<file path="config.mk">
export PLATFORM = sky130hd
export DESIGN_NAME = async_fifo_drain_flat
export DESIGN_NICKNAME = d
export VERILOG_FILES = /design/src/rtl/async_fifo_drain_pkg.sv /design/src/rtl/async_fifo_drain_if.sv /design/src/rtl/async_fifo_drain_skid.sv /design/src/rtl/async_fifo_drain.sv /design/src/flat_wrapper.sv
export SDC_FILE = /design/constraint.sdc
export NUM_CORES = 1
export LEC_CHECK = 0
export CORE_ASPECT_RATIO = 0.6
export CORE_MARGIN = 8
export CORE_UTILIZATION = 35
export CTS_BUF_LIST = sky130_fd_sc_hd__clkbuf_8 sky130_fd_sc_hd__clkbuf_16
export CTS_CLUSTER_SIZE = 16
export DETAILED_ROUTE_END_ITERATION = 16
export GPL_TIMING_DRIVEN = 1
export PLACE_DENSITY_LB_ADDON = 0.2
export SKIP_CTS_REPAIR_TIMING = 1
export SLEW_MARGIN = 5
export SYNTH_ARGS = -nofsm -noshare
export SYNTH_HDL_FRONTEND = slang
export SYNTH_HIERARCHICAL = 1
export SYNTH_SLANG_ARGS = --single-unit
</file>
<file path="constraint.sdc">
create_clock -name rclk -period 3.1 [get_ports rclk]
set_clock_uncertainty 0.05 [all_clocks]
set_input_delay 0.775 -clock rclk [delete_from_list [all_inputs] [get_ports rclk]]
set_output_delay 0.775 -clock rclk [all_outputs]
set_load 0.01 [all_outputs]
</file>
<file path="src/rtl/async_fifo_drain_pkg.sv">
// Shared constants for the async FIFO read-side drain engine.
package async_fifo_pkg;

  // Drain FSM encodings (plain constants so legacy tools see fixed codes)
  localparam logic [1:0] ST_IDLE  = 2'd0;
  localparam logic [1:0] ST_RUN   = 2'd1;
  localparam logic [1:0] ST_FLUSH = 2'd2;

  // Depth of the registered output buffer; occupancy counts 0..SKID_DEPTH in 2 bits
  localparam int SKID_DEPTH = 2;

  // Number of words held by the buffer, derived from its full/valid flags
  function automatic logic [1:0] skid_occ(input logic full, input logic valid);
    logic [1:0] occ;
    if (full) begin
      occ = 2'd2;
    end else if (valid) begin
      occ = 2'd1;
    end else begin
      occ = 2'd0;
    end
    return occ;
  endfunction

endpackage

</file>
<file path="src/rtl/async_fifo_drain_if.sv">
// FIFO read port plus registered output stream of the drain engine.
interface async_fifo_drain_if #(
  parameter int DSIZE = 32
);
  logic             rempty;
  logic             rinc;
  logic [DSIZE-1:0] rdata;
  logic             m_valid;
  logic             m_ready;
  logic [DSIZE-1:0] m_data;

  // Drain engine side: pops the FIFO and sources the stream
  modport master (
    input  rempty, rdata, m_ready,
    output rinc, m_valid, m_data
  );

  // Environment side: FIFO model and stream sink
  modport slave (
    output rempty, rdata, m_ready,
    input  rinc, m_valid, m_data
  );
endinterface

</file>
<file path="src/rtl/async_fifo_drain_skid.sv">
// Two-entry registered buffer: head register drives the output directly,
// tail register absorbs the word that arrives while the head is stalled.
module async_fifo_skid
  import async_fifo_pkg::*;
#(
  parameter int DSIZE = 32
) (
  input  logic             clk,
  input  logic             rst_n,
  input  logic             push,
  input  logic [DSIZE-1:0] push_data,
  input  logic             pop,
  input  logic             clear,
  output logic             full,
  output logic             valid,
  output logic [DSIZE-1:0] data
);

  logic [1:0]       occ_q, occ_d;
  logic [DSIZE-1:0] head_q, head_d;
  logic [DSIZE-1:0] tail_q, tail_d;

  // Next occupancy and entry contents; clear wins over push/pop
  always_comb begin
    occ_d  = occ_q;
    head_d = head_q;
    tail_d = tail_q;
    if (clear) begin
      occ_d = 2'd0;
    end else begin
      case (occ_q)
        2'd0: begin
          if (push) begin
            head_d = push_data;
            occ_d  = 2'd1;
          end else begin
            occ_d = 2'd0;
          end
        end
        2'd1: begin
          if (push && pop) begin
            head_d = push_data;
          end else if (push) begin
            tail_d = push_data;
            occ_d  = 2'd2;
          end else if (pop) begin
            occ_d = 2'd0;
          end else begin
            occ_d = 2'd1;
          end
        end
        2'd2: begin
          if (pop) begin
            head_d = tail_q;
            if (push) begin
              tail_d = push_data;
            end else begin
              occ_d = 2'd1;
            end
          end else begin
            occ_d = 2'd2;
          end
        end
        default: begin
          occ_d = 2'd0;
        end
      endcase
    end
  end

  // Buffer registers; contents are lost on reset
  always_ff @(posedge clk or negedge rst_n) begin
    if (!rst_n) begin
      occ_q  <= 2'd0;
      head_q <= {DSIZE{1'b0}};
      tail_q <= {DSIZE{1'b0}};
    end else begin
      occ_q  <= occ_d;
      head_q <= head_d;
      tail_q <= tail_d;
    end
  end

  assign full  = (occ_q == 2'(SKID_DEPTH));
  assign valid = (occ_q != 2'd0);
  assign data  = head_q;

endmodule

</file>
<file path="src/rtl/async_fifo_drain.sv">
// Read-domain drain engine: pops a first-word-fall-through FIFO into a
// registered valid/ready stream, with enable, flush and word counters.
module async_fifo_drain
  import async_fifo_pkg::*;
#(
  parameter int DSIZE = 32,
  parameter int CW    = 16
) (
  input  logic                rclk,
  input  logic                rrst_n,
  input  logic                en,
  input  logic                flush,
  async_fifo_drain_if.master  bus,
  output logic                busy,
  output logic [CW-1:0]       pop_cnt,
  output logic [CW-1:0]       drop_cnt
);

  logic [1:0]       state_q, state_d;
  logic [CW-1:0]    pop_cnt_q, pop_cnt_d;
  logic [CW-1:0]    drop_cnt_q, drop_cnt_d;

  logic             skid_full_s;
  logic             skid_valid_s;
  logic [DSIZE-1:0] skid_data_s;
  logic [1:0]       occ_s;
  logic             out_fire_s;
  logic             space_s;
  logic             rinc_s;
  logic             run_pop_s;
  logic             flush_pop_s;
  logic             clear_s;
  logic             push_s;
  logic [1:0]       entry_drop_s;

  assign out_fire_s = skid_valid_s & bus.m_ready;
  // A slot is free if the buffer is not full or the head leaves this cycle
  assign space_s    = ~skid_full_s | out_fire_s;
  assign occ_s      = skid_occ(skid_full_s, skid_valid_s);

  // FIFO pop strobe depends only on state, rempty and buffer space
  always_comb begin
    case (state_q)
      ST_RUN:   rinc_s = ~bus.rempty & space_s;
      ST_FLUSH: rinc_s = ~bus.rempty;
      ST_IDLE:  rinc_s = 1'b0;
      default:  rinc_s = 1'b0;
    endcase
  end

  // Next state; flush overrides everything, including en
  always_comb begin
    if (flush) begin
      state_d = ST_FLUSH;
    end else begin
      case (state_q)
        ST_IDLE:  state_d = en ? ST_RUN : ST_IDLE;
        ST_RUN:   state_d = en ? ST_RUN : ST_IDLE;
        ST_FLUSH: state_d = bus.rempty ? ST_IDLE : ST_FLUSH;
        default:  state_d = ST_IDLE;
      endcase
    end
  end

  assign run_pop_s   = (state_q == ST_RUN) & rinc_s;
  assign flush_pop_s = (state_q == ST_FLUSH) & rinc_s;
  // Buffer is emptied on the edge that enters FLUSH
  assign clear_s     = (state_d == ST_FLUSH) & (state_q != ST_FLUSH);
  assign push_s      = run_pop_s & ~clear_s;

  // Words discarded at flush entry: what the buffer would have held after
  // this edge (a word accepted downstream on that edge was delivered, and a
  // word popped from the FIFO on that edge is lost with the buffer)
  always_comb begin
    if (clear_s) begin
      entry_drop_s = occ_s - {1'b0, out_fire_s} + {1'b0, run_pop_s};
    end else begin
      entry_drop_s = 2'd0;
    end
  end

  // Counter updates; pop and drop increments land together on the entry edge
  always_comb begin
    pop_cnt_d  = pop_cnt_q + CW'(run_pop_s);
    drop_cnt_d = drop_cnt_q + CW'(entry_drop_s) + CW'(flush_pop_s);
  end

  // FSM and counter registers
  always_ff @(posedge rclk or negedge rrst_n) begin
    if (!rrst_n) begin
      state_q    <= ST_IDLE;
      pop_cnt_q  <= {CW{1'b0}};
      drop_cnt_q <= {CW{1'b0}};
    end else begin
      state_q    <= state_d;
      pop_cnt_q  <= pop_cnt_d;
      drop_cnt_q <= drop_cnt_d;
    end
  end

  async_fifo_skid #(
    .DSIZE (DSIZE)
  ) u_skid (
    .clk       (rclk),
    .rst_n     (rrst_n),
    .push      (push_s),
    .push_data (bus.rdata),
    .pop       (out_fire_s),
    .clear     (clear_s),
    .full      (skid_full_s),
    .valid     (skid_valid_s),
    .data      (skid_data_s)
  );

  assign bus.rinc    = rinc_s;
  assign bus.m_valid = skid_valid_s;
  assign bus.m_data  = skid_data_s;
  assign busy        = (state_q != ST_IDLE) | skid_valid_s;
  assign pop_cnt     = pop_cnt_q;
  assign drop_cnt    = drop_cnt_q;

endmodule
</file>
<file path="src/flat_wrapper.sv">
// flat-port wrapper written by rule: the top's interface ports become plain ports
module async_fifo_drain_flat import async_fifo_pkg::*;
#(
  parameter int DSIZE = 32,
  parameter int CW    = 16
)
  (rclk, rrst_n, en, flush, busy, pop_cnt, drop_cnt, bus_rempty, bus_rdata, bus_m_ready, bus_rinc, bus_m_valid, bus_m_data);
  async_fifo_drain_if #(.DSIZE(DSIZE)) bus_i ();
  input  logic rclk;
  input  logic rrst_n;
  input  logic en;
  input  logic flush;
  output logic busy;
  output logic [CW-1:0] pop_cnt;
  output logic [CW-1:0] drop_cnt;
  input wire logic [$bits(bus_i.rempty)-1:0] bus_rempty;
  input wire logic [$bits(bus_i.rdata)-1:0] bus_rdata;
  input wire logic [$bits(bus_i.m_ready)-1:0] bus_m_ready;
  output wire logic [$bits(bus_i.rinc)-1:0] bus_rinc;
  output wire logic [$bits(bus_i.m_valid)-1:0] bus_m_valid;
  output wire logic [$bits(bus_i.m_data)-1:0] bus_m_data;
  assign bus_i.rempty = bus_rempty;
  assign bus_i.rdata = bus_rdata;
  assign bus_i.m_ready = bus_m_ready;
  assign bus_rinc = bus_i.rinc;
  assign bus_m_valid = bus_i.m_valid;
  assign bus_m_data = bus_i.m_data;
  async_fifo_drain #(.DSIZE(DSIZE), .CW(CW)) u_core (.rclk(rclk), .rrst_n(rrst_n), .en(en), .flush(flush), .bus(bus_i), .busy(busy), .pop_cnt(pop_cnt), .drop_cnt(drop_cnt));
endmodule
</file>
Word-level counts from Yosys, hierarchy flattened --
Cells that the tools add are included.
Storage, ports and cells: input bits 38, output and inout bits 67, logic and storage cells 69, register bits after elaboration 100, latch bits 0, memory bits (read-only) 0, memory bits (writable) 0, memories kept 0
Operators by class: shifts and indexed selects 0, bitwise operators 11, div/mod/pow operators 0, mux-type cells 24, magnitude comparators 0, multipliers 0, reductions and logical operators 11, equal/unequal tests 12, add/subtract/negate cells 5
Operators with widths (count):
- $mux 32 | 6
- $pmux 32 s3 | 1
- $pmux 32 s2 | 1
- $add 16x1->16 | 2
- $mux 2 | 9
- $add 16x2->16 | 1
- $ne 2x2->1 const B | 5
- $and 1x1->1 | 6
- $eq 2x2->1 const B | 3
- $pmux 2 s3 | 1
- $reduce_bool 2->1 | 3
- $reduce_and 5->1 | 1
- $eq 2x1->1 const B | 2
- $logic_not 2->1 | 2
- $mux 1 | 4
- $ne 4x4->1 const B | 1
- $pmux 2 s2 | 1
- $reduce_and 4->1 | 1
- $ne 3x2->1 const B | 1
- $not 1->1 | 3
- $reduce_bool 3->1 | 1
- $add 2x1->2 | 1
- $or 1x1->1 | 2
- $pmux 1 s2 | 1
- 4 further kinds | 4

Longest topological paths before layout --
Gate-level depths: netlist (run 1).
depth in word-level cells 12, depth in mapped cells 18

Cells and area by module --
The synthesis (run 1) kept the hierarchy.
Modules (own cells, without submodules):
- async_fifo_skid | cells each 195, area an instance 2997.9 um2, sequential area each 1651.6 um2, times used 1
- async_fifo_drain | cells each 150, area an instance 1669.1 um2, sequential area each 850.8 um2, times used 1

Worst setup path before layout (run 1) --
No wires, ideal clock.
path type flip-flop to flip-flop, start reg u_core.u_skid.occ_q[1], end reg u_core.drop_cnt_q[13] (netlist: u_core/drop_cnt[13]), cell stages (with the launch flop) 19, slack -158 ps, data required time 2922 ps, data arrival time 3080 ps, cells stage by stage dfrtp_1 clkbuf_2 nand2b_1 buf_2 buf_2 inv_1 nand2_1 o21bai_1 ha_1 inv_1 ha_1 xor2_1 xnor2_1 nor3_1 ha_1 nor2b_1 o2111ai_2 nor2_1 xor2_1
Between the ends: longest elaborated chain between the ends 10
RTL lines:
- from (decl) | line async_fifo_drain_skid.sv:19 | logic [1:0] occ_q, occ_d;
- from (signal assigned) | line async_fifo_drain_skid.sv:74 | occ_q <= 2'd0;
- from (signal assigned) | line async_fifo_drain_skid.sv:78 | occ_q <= occ_d;
- $eq 2x2->1 (*) | line async_fifo_drain_skid.sv:84 | assign full = (occ_q == 2'(SKID_DEPTH));
- via u_core.skid_full_s | line async_fifo_drain.sv:23 | logic skid_full_s;
- $not 1->1 | line async_fifo_drain.sv:38 | assign space_s = ~skid_full_s | out_fire_s;
- $or 1x1->1 | line async_fifo_drain.sv:38
- $and 1x1->1 | line async_fifo_drain.sv:44 | ST_RUN: rinc_s = ~bus.rempty & space_s;
- $pmux 1 s2 | line async_fifo_drain.sv:43 | case (state_q)
- $and 1x1->1 | line async_fifo_drain.sv:65 | assign run_pop_s = (state_q == ST_RUN) & rinc_s;
- $add 2x1->2 | line async_fifo_drain.sv:76 | entry_drop_s = occ_s - {1'b0, out_fire_s} + {1'b0, run_pop_s};
- $mux 2 | line async_fifo_drain.sv:75 | if (clear_s) begin
- $add 16x2->16 | line async_fifo_drain.sv:85 | drop_cnt_d = drop_cnt_q + CW'(entry_drop_s) + CW'(flush_pop_s);
- $add 16x1->16 (*) | line async_fifo_drain.sv:85
- via u_core.drop_cnt_d[13] | line async_fifo_drain.sv:21 | logic [CW-1:0] drop_cnt_q, drop_cnt_d;
- to (signal assigned) | line async_fifo_drain.sv:93 | drop_cnt_q <= {CW{1'b0}};
- to (signal assigned) | line async_fifo_drain.sv:97 | drop_cnt_q <= drop_cnt_d;
- to (decl) | line async_fifo_drain.sv:21
The timed path passes the listed nets; every way through them passes the cells marked *. A chain may end at the register's enable or synchronous reset.

Worst setup path after layout (run 1) --
start reg u_core.state_q[0], end reg u_core.drop_cnt_q[11] (netlist: u_core/drop_cnt[11])
Between the ends: longest elaborated chain between the ends 9
RTL lines:
- from (decl) | line async_fifo_drain.sv:19 | logic [1:0] state_q, state_d;
- from (signal assigned) | line async_fifo_drain.sv:95 | state_q <= state_d;
- $eq 2x1->1 / $logic_not 2->1 (equally long branches) | line async_fifo_drain.sv:43, async_fifo_drain.sv:56, async_fifo_drain.sv:65
- $reduce_or 2->1 (no line)
- $pmux 2 s2 | line async_fifo_drain.sv:56 | case (state_q)
- $mux 2 | line async_fifo_drain.sv:53 | if (flush) begin
- $eq 2x2->1 | line async_fifo_drain.sv:68 | assign clear_s = (state_d == ST_FLUSH) & (state_q != ST_FLUSH);
- $and 1x1->1 | line async_fifo_drain.sv:68
- $mux 2 | line async_fifo_drain.sv:75
- $add 16x2->16 | line async_fifo_drain.sv:85
- $add 16x1->16 (*) | line async_fifo_drain.sv:85
- via u_core.drop_cnt_d[11] | line async_fifo_drain.sv:21
Marks and branches as above.

==> results of run 1 <==
-- worst max-delay path: stages, from the launching register on --
cell	delay [ns]
dfrtp_1	0.38
inv_2	0.06
ha_4	0.26
nor2b_4	0.14
nand2_2	0.06
o21bai_4	0.18
ha_4	0.27
inv_2	0.04
ha_4	0.15
xor2_2	0.14
xnor2_1	0.13
nor3_2	0.25
ha_1	0.28
nor2b_4	0.14
o2111ai_4	0.24
nand2b_4	0.19
xnor2_2	0.10
-- per-stage QoR --
stage                     TNS [ns]  power (W)  util (%)  setup slack (ns)
after detailed placement    -8.348   0.002245     47.10           -0.7159
after global routing        -1.032   0.003672     50.66           -0.1471
after CTS                   -3.217   0.003548     49.74           -0.3520
after global placement      -7.171   0.002234     47.10           -0.6073
final                     -0.06589   0.003490     50.66          -0.03219
after floorplan           -0.03806   0.001806         -          -0.01434
-- final timing paths --
path / start / to / slack (ns) / cells past startpoint
min in group rclk: u_core/drop_cnt[15]$_DFF_PN0_ / u_core/drop_cnt[15]$_DFF_PN0_ / 0.42 / 1
max in group asynchronous: rrst_n / u_core/u_skid/tail_q[17]$_DFFE_PN0P_ / 1.99 / 2
worst min register to register: u_core/drop_cnt[15]$_DFF_PN0_ / u_core/drop_cnt[15]$_DFF_PN0_ / 0.42 / 1
worst min-delay path: rrst_n / u_core/pop_cnt[5]$_DFF_PN0_ / 0.37 / 1
worst max-delay path: u_core/state_q[0]$_DFF_PN0_ / u_core/drop_cnt[11]$_DFF_PN0_ / -0.03 / 16
worst max register to register: u_core/state_q[0]$_DFF_PN0_ / u_core/drop_cnt[11]$_DFF_PN0_ / -0.03 / 16
-- state kept, by name (all words and copies together), names as in the netlist --
register,flops
u_core/u_skid/data,32
u_core/u_skid/tail_q,32
u_core/drop_cnt,16
u_core/pop_cnt,16
u_core/state_q,2
u_core/u_skid/occ_q,2
-- synth_stat cells, drive strengths merged (2+ instances only) --
library cell / count
a21oi: 5
and2: 3
and3: 5
buf: 10
clkbuf: 2
dfrtp: 100
fa: 2
ha: 9
inv: 13
mux2: 96
nand2: 15
nand2b: 6
nand3: 9
nand3b: 2
nand4: 5
nor2: 12
nor2b: 5
nor3: 2
o21ai: 2
or3b: 2
xnor2: 17
xor2: 13
-- cells in the final DEF, fill, tap and decap left out, types with 3 or more instances in the layout --
cell and instances:
ha_4 3, nand3_1 9, inv_1 10, buf_4 27, nand2_1 13, clkdlybuf4s50_1 101
ha_1 6, nor2b_1 3, clkbuf_16 9, mux2_2 93, a21oi_1 4, xnor2_1 16
nand2b_1 4, xor2_1 12, mux2_1 3, dfrtp_1 100, nor2_1 12, and3_1 4
nand4_1 4, buf_12 3, bufinv_16 3, inv_2 4
-- routing by layer --
metal  share of wire, %  vias up
met1                 48     1514
met4               0.87        0
met2                 43       71
li1                   -     1461
met3                8.2        8
met5                  0        -
-- cell families after synthesis --
group           after synthesis  share of synthesized area, %
flops                       100                         53.62
mux                          97                         23.38
simple gates                 70                         8.498
xor+xnor                     30                         5.630
buf+inv                      25                         3.110
compound gates               12                         2.493
fa+ha+maj                    11                         3.271
-- power by group through the flow --
stage               clock (W)  sequential [W]  combinational (W)
floorplan                   0         0.00162           0.000186
global placement            0         0.00157           0.000661
detailed placement          0         0.00157           0.000671
CTS                   0.00132         0.00155           0.000675
global route          0.00137         0.00157           0.000727
finish                0.00127         0.00155           0.000669
-- cell type report --
| type | instances | area, um2 |
|---|---|---|
| multi-input cells | 220 | 2147 |
| clock buffers | 9 | 225.2 |
| fillers | 1141 | 6381 |
| clock inverters | 7 | 116.4 |
| repair buffers | 133 | 1299 |
| well taps | 170 | 212.7 |
| flip-flops and latches | 100 | 2502 |
| inverters | 13 | 48.80 |
==> run_results.csv, run 1 <==
group,metric,value,unit
floorplan,coreArea,12930,um2
cts,clk_pin_slew_worst_paths,0.07,ns
global_route,grt_max_degree,47,
sta,finalSetupViolCount,4,
yosys,synth_fp_nets,394,
layout,finalNonFillerCells,652,
yosys,yosysUniqueCellTypes,40,
global_route,antenna_found_initial,0,
global_route,overflow,0,
power,internal_power,0.002650,W
cts,cts_buffer_depth,2,
cts,htree_levels,3,
floorplan,row_count,32,
global_route,grt_busiest_layer,"met2",
yosys,async_flop_share,100.0,%
critical_path,critPathMaxFanout,5,
layout,final_area,6551,um2
floorplan,initial_utilization,36.09,%
global_route,grt_util_met3,4.934,%
power,seqPwrFrac,44.4,%
route,ant_nets,0,
sta,hold_ws,0.3676,ns
route,drt_wl_total,10340,um
power,swShare,24.07,%
yosys,synth_top_flop_cell,"dfrtp_1",
yosys,synth_top_area_cell,"dfrtp_1",
global_route,grt_pass1_wl,16880,um
route,drc,0,
sta,timing.final.crit_share,101.0,%
cts,root_buffer,"clkbuf_16",
layout,insertedDiodeCount,0,
power,p_sw,0.0008399,W
cts,clk_latency,0.34,ns
placed_design,hpwl,7214,um
sta,timing.fmax,319.3,MHz
flow_run,maxCapViolCount,0,
yosys,synth_top_area_share,53.62,%
sta,worst_slack,-0.03219,ns
power,pwr-share-comb,19.2,%
yosys,postSynthCellCount,345,
global_route,use_met2,17.90,%
placed_design,gp_congestion,0.7585,
cts,tritoncts,"yes",
power,p_leak,3.049,nW
critical_path,crit_path_end_kind,"flop",
layout,nets,526,
yosys,syn_area,4667,um2
layout,areaGrowthSynthToFinish,40.38,%
placed_design,place_area,6091,um2
route,wl_per_cell,15.87,um
yosys,ys_ff_latch,100,
status,violations,"setup timing",
yosys,synth_edf_count,0,
floorplan,dieArea,17410,um2
cts,cts_buffers,9,
layout,drive_above_1_share,35.06,%
global_route,met1_usage,16.45,%
global_route,grt_pass1_vias,3285,
yosys,syn-mean-instance-area,13.53,um2
sta,drv_slew,0,
power,power.density,532.7,nW/um2
global_route,globalRouteTotalUtil,12.16,%
power,ir_worst_vdd,335.0,uV
sta,relSlewSlack,63.65,%
route,drt_iter0_drc,94,
sta,grt_setup_unrepaired,"true",
placed_design,io_buffers,104,
yosys,synth_area_leaders,"dfrtp_1 54%, mux2_2 22%, xnor2_1 3.2%, xor2_1 2.4%, ha_1 2.4%",
sta,tightestPinTransition,0.5452,ns
critical_path,crit_type,"reg2reg",
yosys,synth-seq-area-share,53.62,%
sta,hold_viol_final,0,
yosys,ys.warnings.count,6,
power,p_clk_share,36.4,%
route,viasPerCell,4.684,
status,status,"finished with violations",
floorplan,die_height,105.4,um
sta,fin_crit,3.132,ns
hold_path,hp-class,"in2async",
route,dr_total_vias,3054,
floorplan,io_pins,105,
placed_design,placedCellCount,631,
critical_path,required,3.32,ns
cts,cts_sinks,100,
critical_path,cp-start-kind,"flop",
route,first_pass_iters,4,
critical_path,arrival,3.35,ns
floorplan,die_w,165.1,um
Note: power is estimated with default switching activity, not from simulation.
==> run 2: changes to the inputs <==
ABC_AREA = 1   (was default)
CORE_UTILIZATION = 47   (was 35)
==> run_results.csv, run 2 <==
group,metric,value,unit
cts,htree_levels,3,
sta,fin_crit,3.041,ns
layout,final_common_cell,"nand2_1",
floorplan,initial_utilization,47.90,%
yosys,synth_commonest_cells,"295 x nand2_1, 100 x dfrtp_1, 46 x nand3_1",
yosys,synth_top_area_cell,"dfrtp_1",
sta,finalSetupViolCount,0,
sta,drv_slew,0,
critical_path,critPathMaxFanout,3,
yosys,synth_top_flop_cell,"dfrtp_1",
floorplan,io_pins,105,
cts,cts_buffers,9,
yosys,ys.warnings.count,6,
critical_path,crit_type,"reg2reg",
global_route,grt_pass1_vias,4397,
floorplan,coreArea,10520,um2
route,first_pass_iters,4,
yosys,synth_fp_nets,682,
cts,root_buffer,"clkbuf_16",
layout,insertedDiodeCount,0,
yosys,yosysUniqueCellTypes,29,
critical_path,crit_path_end_kind,"flop",
layout,nFillCells,916,
sta,tightestPinTransition,0.7656,ns
cts,tritoncts,"yes",
sta,hold_viol_final,0,
global_route,globalRouteTotalUtil,18.71,%
placed_design,gp_congestion,0.8564,
critical_path,cp-start-kind,"flop",
floorplan,dieArea,14400,um2
route,viasPerCell,5.002,
route,drc,0,
critical_path,arrival,3.23,ns
yosys,syn-mean-instance-area,7.962,um2
sta,hold_ws,0.2616,ns
cts,clk_latency,0.34,ns
global_route,grt_pass1_wl,21570,um
cts,cts_sinks,100,
critical_path,required,3.29,ns
layout,areaGrowthSynthToFinish,31.41,%
yosys,ys_ff_latch,100,
yosys,synth_area_leaders,"dfrtp_1 50%, nand2_1 22%, nand3_1 4.6%, o21ai_1 3.1%, xnor2_1 2.4%",
critical_path,crit_family,"adder cells",
yosys,synth_top_area_share,49.65,%
critical_path,path_cells,"inv_1 -> ha_1 -> inv_1 -> nor2_2 -> nand3_2 -> ha_1 -> inv_1 -> ha_1 -> nand2_1 -> fa_2 -> inv_2 -> fa_2 -> nand3_4 -> nor2_4 -> nand3_2 -> nand2_1 -> nand2_1",
power,power.density,538.6,nW/um2
yosys,syn_area,5040,um2
critical_path,crit_path_top_delay_cell,"dfrtp_1",
yosys,async_flop_share,100.0,%
sta,relSlewSlack,48.84,%
cts,cts_buffer_depth,2,
cts,clk_pin_slew_worst_paths,0.07,ns
floorplan,row_count,29,
layout,drive_above_1_share,10.65,%
placed_design,hpwl,9078,um
floorplan,die_height,96.21,um
sta,timing.final.crit_share,98.10,%
yosys,synth-seq-area-share,49.65,%
yosys,postSynthCellCount,633,
placed_design,io_buffers,104,
critical_path,path_buf_inv,4,
layout,postLayoutCoreUtil,62.94,%
critical_path,critical-path-max-stage-delay,0.39,ns
global_route,overflow,0,
power,p_leak,3.409,nW
flow_run,maxCapViolCount,0,
status,status,"finished, final reports clean",
layout,final_cell_mix,"293 x nand2_1, 101 x clkdlybuf4s50_1, 100 x dfrtp_1",
global_route,antenna_found_initial,0,
floorplan,die_w,149.7,um
layout,nets,795,
route,wl_per_cell,14.64,um
route,ant_nets,0,
power,ir_worst_vdd,338.0,uV
route,drt_wl_total,13030,um
yosys,synth_edf_count,0,
yosys,synthMostInstantiatedCell,"nand2_1",
route,dr_total_vias,4452,
sta,timing.fmax,328.8,MHz
route,drt_iter0_drc,328,
global_route,grt_max_degree,80,
hold_path,hp-class,"in2async",
[run 2: cell count changes after synthesis, moves of 7 or more]
cell,before,now
buf_2,4,15
inv_1,13,29
mux2_2,93,0
nand2_1,15,295
nand2_2,0,8
nand3_1,9,46
nor2_1,12,23
nor2_2,0,7
o21ai_1,0,31
[run 2: worst paths after layout]
check / from / to / slack, ns / depth (start not counted)
setup / recovery: u_core/state_q[0]$_DFF_PN0_ / u_core/drop_cnt[14]$_DFF_PN0_ / 0.06 / 17
hold / removal: rrst_n / u_core/u_skid/data[21]$_DFFE_PN0P_ / 0.26 / 1
setup reg to reg: u_core/state_q[0]$_DFF_PN0_ / u_core/drop_cnt[14]$_DFF_PN0_ / 0.06 / 17
hold reg to reg: u_core/u_skid/data[30]$_DFFE_PN0P_ / u_core/u_skid/data[30]$_DFFE_PN0P_ / 0.42 / 2
max in group asynchronous: rrst_n / u_core/u_skid/tail_q[14]$_DFFE_PN0P_ / 2.02 / 2
min in group rclk: u_core/u_skid/data[30]$_DFFE_PN0P_ / u_core/u_skid/data[30]$_DFFE_PN0P_ / 0.42 / 2
[run 2: power breakdown]
| part | leakage [nW] | total [W] | switching, W | internal [W] |
|---|---|---|---|---|
| combinational | 1.90 | 0.000822 | 0.000364 | 0.000459 |
| clock | 0.155 | 0.00111 | 0.000470 | 0.000640 |
| sequential | 1.35 | 0.00163 | 0.000146 | 0.00149 |
[run 2: cell type report]
class / count / area, um2 / area share, %
sequential: 100 / 2502 / 37.79
tap: 139 / 173.9 / 2.626
multi-input combinational: 472 / 2283 / 34.48
clock buffer: 10 / 239.0 / 3.609
clock inverter: 6 / 56.30 / 0.8502
timing repair buffer: 128 / 1236 / 18.67
inverter: 35 / 131.4 / 1.984
[run 2: cells by family after synthesis]
group / after synthesis / share of synthesized area, %
buffers and inverters: 61 / 5.735
DFF: 100 / 49.65
and+or+nand+nor: 398 / 33.42
xor gates and xnor gates: 21 / 3.650
AOI/OAI and AO/OA: 42 / 4.518
adders and majority gates: 11 / 3.029
[run 2: per-stage QoR]
step | setup slack [ns] | TNS (ns) | cell area [um2] | power (W) | std cells
detailed placement | -0.6356 | -5.526 | 6257 | 0.002476 | 870
global route | -0.04797 | -0.04957 | 6623 | 0.003762 | 890
finish | 0.05875 | 0 | 6623 | 0.003567 | 890
CTS | -0.2506 | -0.7799 | 6553 | 0.003598 | 886
floorplan | 0.02578 | 0 | 5040 | 0.001939 | 633
global placement | -0.4905 | -3.703 | 6257 | 0.002460 | 870
[run 2: routing by layer]
metal | share of wire [%] | global-route usage [%] | vias to the layer above
met5 | 0 | 0 | -
met1 | 46 | 24.59 | 2113
li1 | - | - | 2197
met2 | 45 | 29.22 | 131
met4 | 0.97 | 5.294 | 0
met3 | 7.7 | 6.244 | 11
==> run 3: changes to the inputs <==
--- a/constraint.sdc
+++ b/constraint.sdc
@@ -3,3 +3,3 @@
 set_input_delay 0.775 -clock rclk [delete_from_list [all_inputs] [get_ports rclk]]
 set_output_delay 0.775 -clock rclk [all_outputs]
-set_load 0.01 [all_outputs]
+set_load 0.02 [all_outputs]
==> run_results.csv, run 3 (synthesized netlist as in run 2, its figures left out) <==
group,metric,value,unit
sta,timing.fmax,333.1,MHz
global_route,overflow,0,
floorplan,coreArea,10520,um2
route,wl_met2,5988,um
cts,tritoncts,"yes",
sta,drv_slew,0,
floorplan,io_pins,105,
hold_path,hp-class,"in2async",
critical_path,r2r_start,"u_core/state_q[1]$_DFF_PN0_",
floorplan,dieArea,14400,um2
placed_design,gp_congestion,0.8588,
global_route,grt_max_degree,101,
critical_path,crit_type,"reg2reg",
route,drt-met1-wl,6041,um
placed_design,io_buffers,104,
sta,hold_viol_final,0,
cts,clk_latency,0.34,ns
global_route,antenna_found_initial,0,
layout,final_area,6675,um2
flow_run,maxCapViolCount,0,
critical_path,endpoint,"u_core/drop_cnt[14]$_DFF_PN0_",
global_route,grt_pass1_vias,4413,
layout,final_common_cell,"nand2_1",
critical_path,critPathLaunch,"u_core/state_q[1]$_DFF_PN0_",
route,drt_iter0_drc,329,
critical_path,critPathMaxFanout,3,
sta,fin_crit,3.003,ns
critical_path,rr_endpoint,"u_core/drop_cnt[14]$_DFF_PN0_",
critical_path,required,3.29,ns
sta,hold_ws,0.4208,ns
route,routed.top_layer,"met4",
power,power.density,576.4,nW/um2
placed_design,place_area,6242,um2
power,p_leak,3.415,nW
route,dr_wl_met3,906,um
cts,cts_sinks,100,
critical_path,worst-r2r-cell-count,17,
route,first_pass_iters,5,
sta,relSlewSlack,48.42,%
route,drt_wl_total,13090,um
floorplan,row_count,29,
placed_design,pre_cts_ws,-0.5856,ns
route,wl_per_cell,14.72,um
sta,worst_slack,0.09746,ns
route,dr_total_vias,4516,
power,ir_worst_vdd,384.5,uV
layout,insertedDiodeCount,0,
layout,drive_above_1_share,10.93,%
critical_path,ff2ff_setup_slack,0.1,ns
layout,final_cell_mix,"293 x nand2_1, 101 x clkdlybuf4s50_1, 100 x dfrtp_1",
critical_path,crit_path_end_kind,"flop",
layout,nets,794,
cts,root_buffer,"clkbuf_16",
placed_design,hpwl,9130,um
status,status,"finished, final reports clean",
global_route,globalRouteTotalUtil,18.65,%
floorplan,die_w,149.7,um
cts,htree_levels,3,
cts,cts_buffers,9,
route,ant_nets,0,
cts,clk_pin_slew_worst_paths,0.07,ns
sta,tightestPinTransition,0.7719,ns
floorplan,die_height,96.21,um
sta,timing.final.crit_share,96.86,%
critical_path,arrival,3.19,ns
route,drc,0,
floorplan,initial_utilization,47.90,%
global_route,grt_pass1_wl,21610,um
sta,finalSetupViolCount,0,
route,viasPerCell,5.080,
critical_path,cp-start-kind,"flop",
layout,areaGrowthSynthToFinish,32.45,%
cts,cts_buffer_depth,2,
==> run 3: area by class of cell <==
cell class / instances / area [um2]
Timing Repair Buffer: 127 / 1229
Clock buffer: 11 / 252.7
Fill cell: 914 / 3847
Multi-Input combinational cell: 472 / 2303
Tap cell: 139 / 173.9
Inverter: 35 / 131.4
Clock inverter: 5 / 82.58
Sequential cell: 100 / 2502
==> run 3: power by group <==
part | internal [W] | leakage (nW) | switching, W
clock network | 0.000755 | 0.166 | 0.000491
logic | 0.000460 | 1.90 | 0.000512
registers | 0.00149 | 1.35 | 0.000142
==> run 3: worst min path at each step <==
stage | slack [ns] | cells after the start | from | endpoint
2_1_floorplan | 0.40 | 2 | u_core/u_skid/tail_q[10]$_DFFE_PN0P_ | u_core/u_skid/tail_q[10]$_DFFE_PN0P_
3_3_place_gp | 0.40 | 2 | u_core/u_skid/data[3]$_DFFE_PN0P_ | u_core/u_skid/data[3]$_DFFE_PN0P_
3_5_place_dp | 0.41 | 2 | u_core/u_skid/data[24]$_DFFE_PN0P_ | u_core/u_skid/data[24]$_DFFE_PN0P_
4_1_cts | 0.43 | 2 | u_core/u_skid/data[24]$_DFFE_PN0P_ | u_core/u_skid/data[24]$_DFFE_PN0P_
5_1_grt | 0.44 | 2 | u_core/u_skid/data[24]$_DFFE_PN0P_ | u_core/u_skid/data[24]$_DFFE_PN0P_
6_report | 0.42 | 2 | rrst_n | u_core/u_skid/data[23]$_DFFE_PN0P_
==> run 3: metrics by stage <==
stage	TNS [ns]	utilization, %	std cells	power [W]
after floorplan	0	-	633	0.002079
after global placement	-3.625	59.32	868	0.002603
after detailed placement	-5.348	59.32	868	0.002625
after CTS	-0.7019	62.51	884	0.003880
after global routing	-0.005367	63.44	889	0.004037
final	0	63.44	889	0.003848
==> run 3: worst max-delay path, cell delays in order (launching register included) <==
cell,delay (ns)
dfrtp_1,0.40
inv_1,0.09
ha_1,0.28
inv_1,0.04
nor2_2,0.16
nand3_4,0.10
ha_4,0.26
inv_1,0.03
ha_1,0.27
nand2_1,0.06
fa_2,0.33
inv_2,0.09
fa_2,0.27
nand3_4,0.11
nor2_4,0.17
nand3_2,0.07
nand2_1,0.06
nand2_1,0.04
==> run 3: routing by layer <==
layer / vias to the layer above / global-route usage, %
met1: 2179 / 24.59
met5: - / 0
met4: 0 / 5.294
met3: 17 / 5.399
li1: 2194 / -
met2: 126 / 29.66
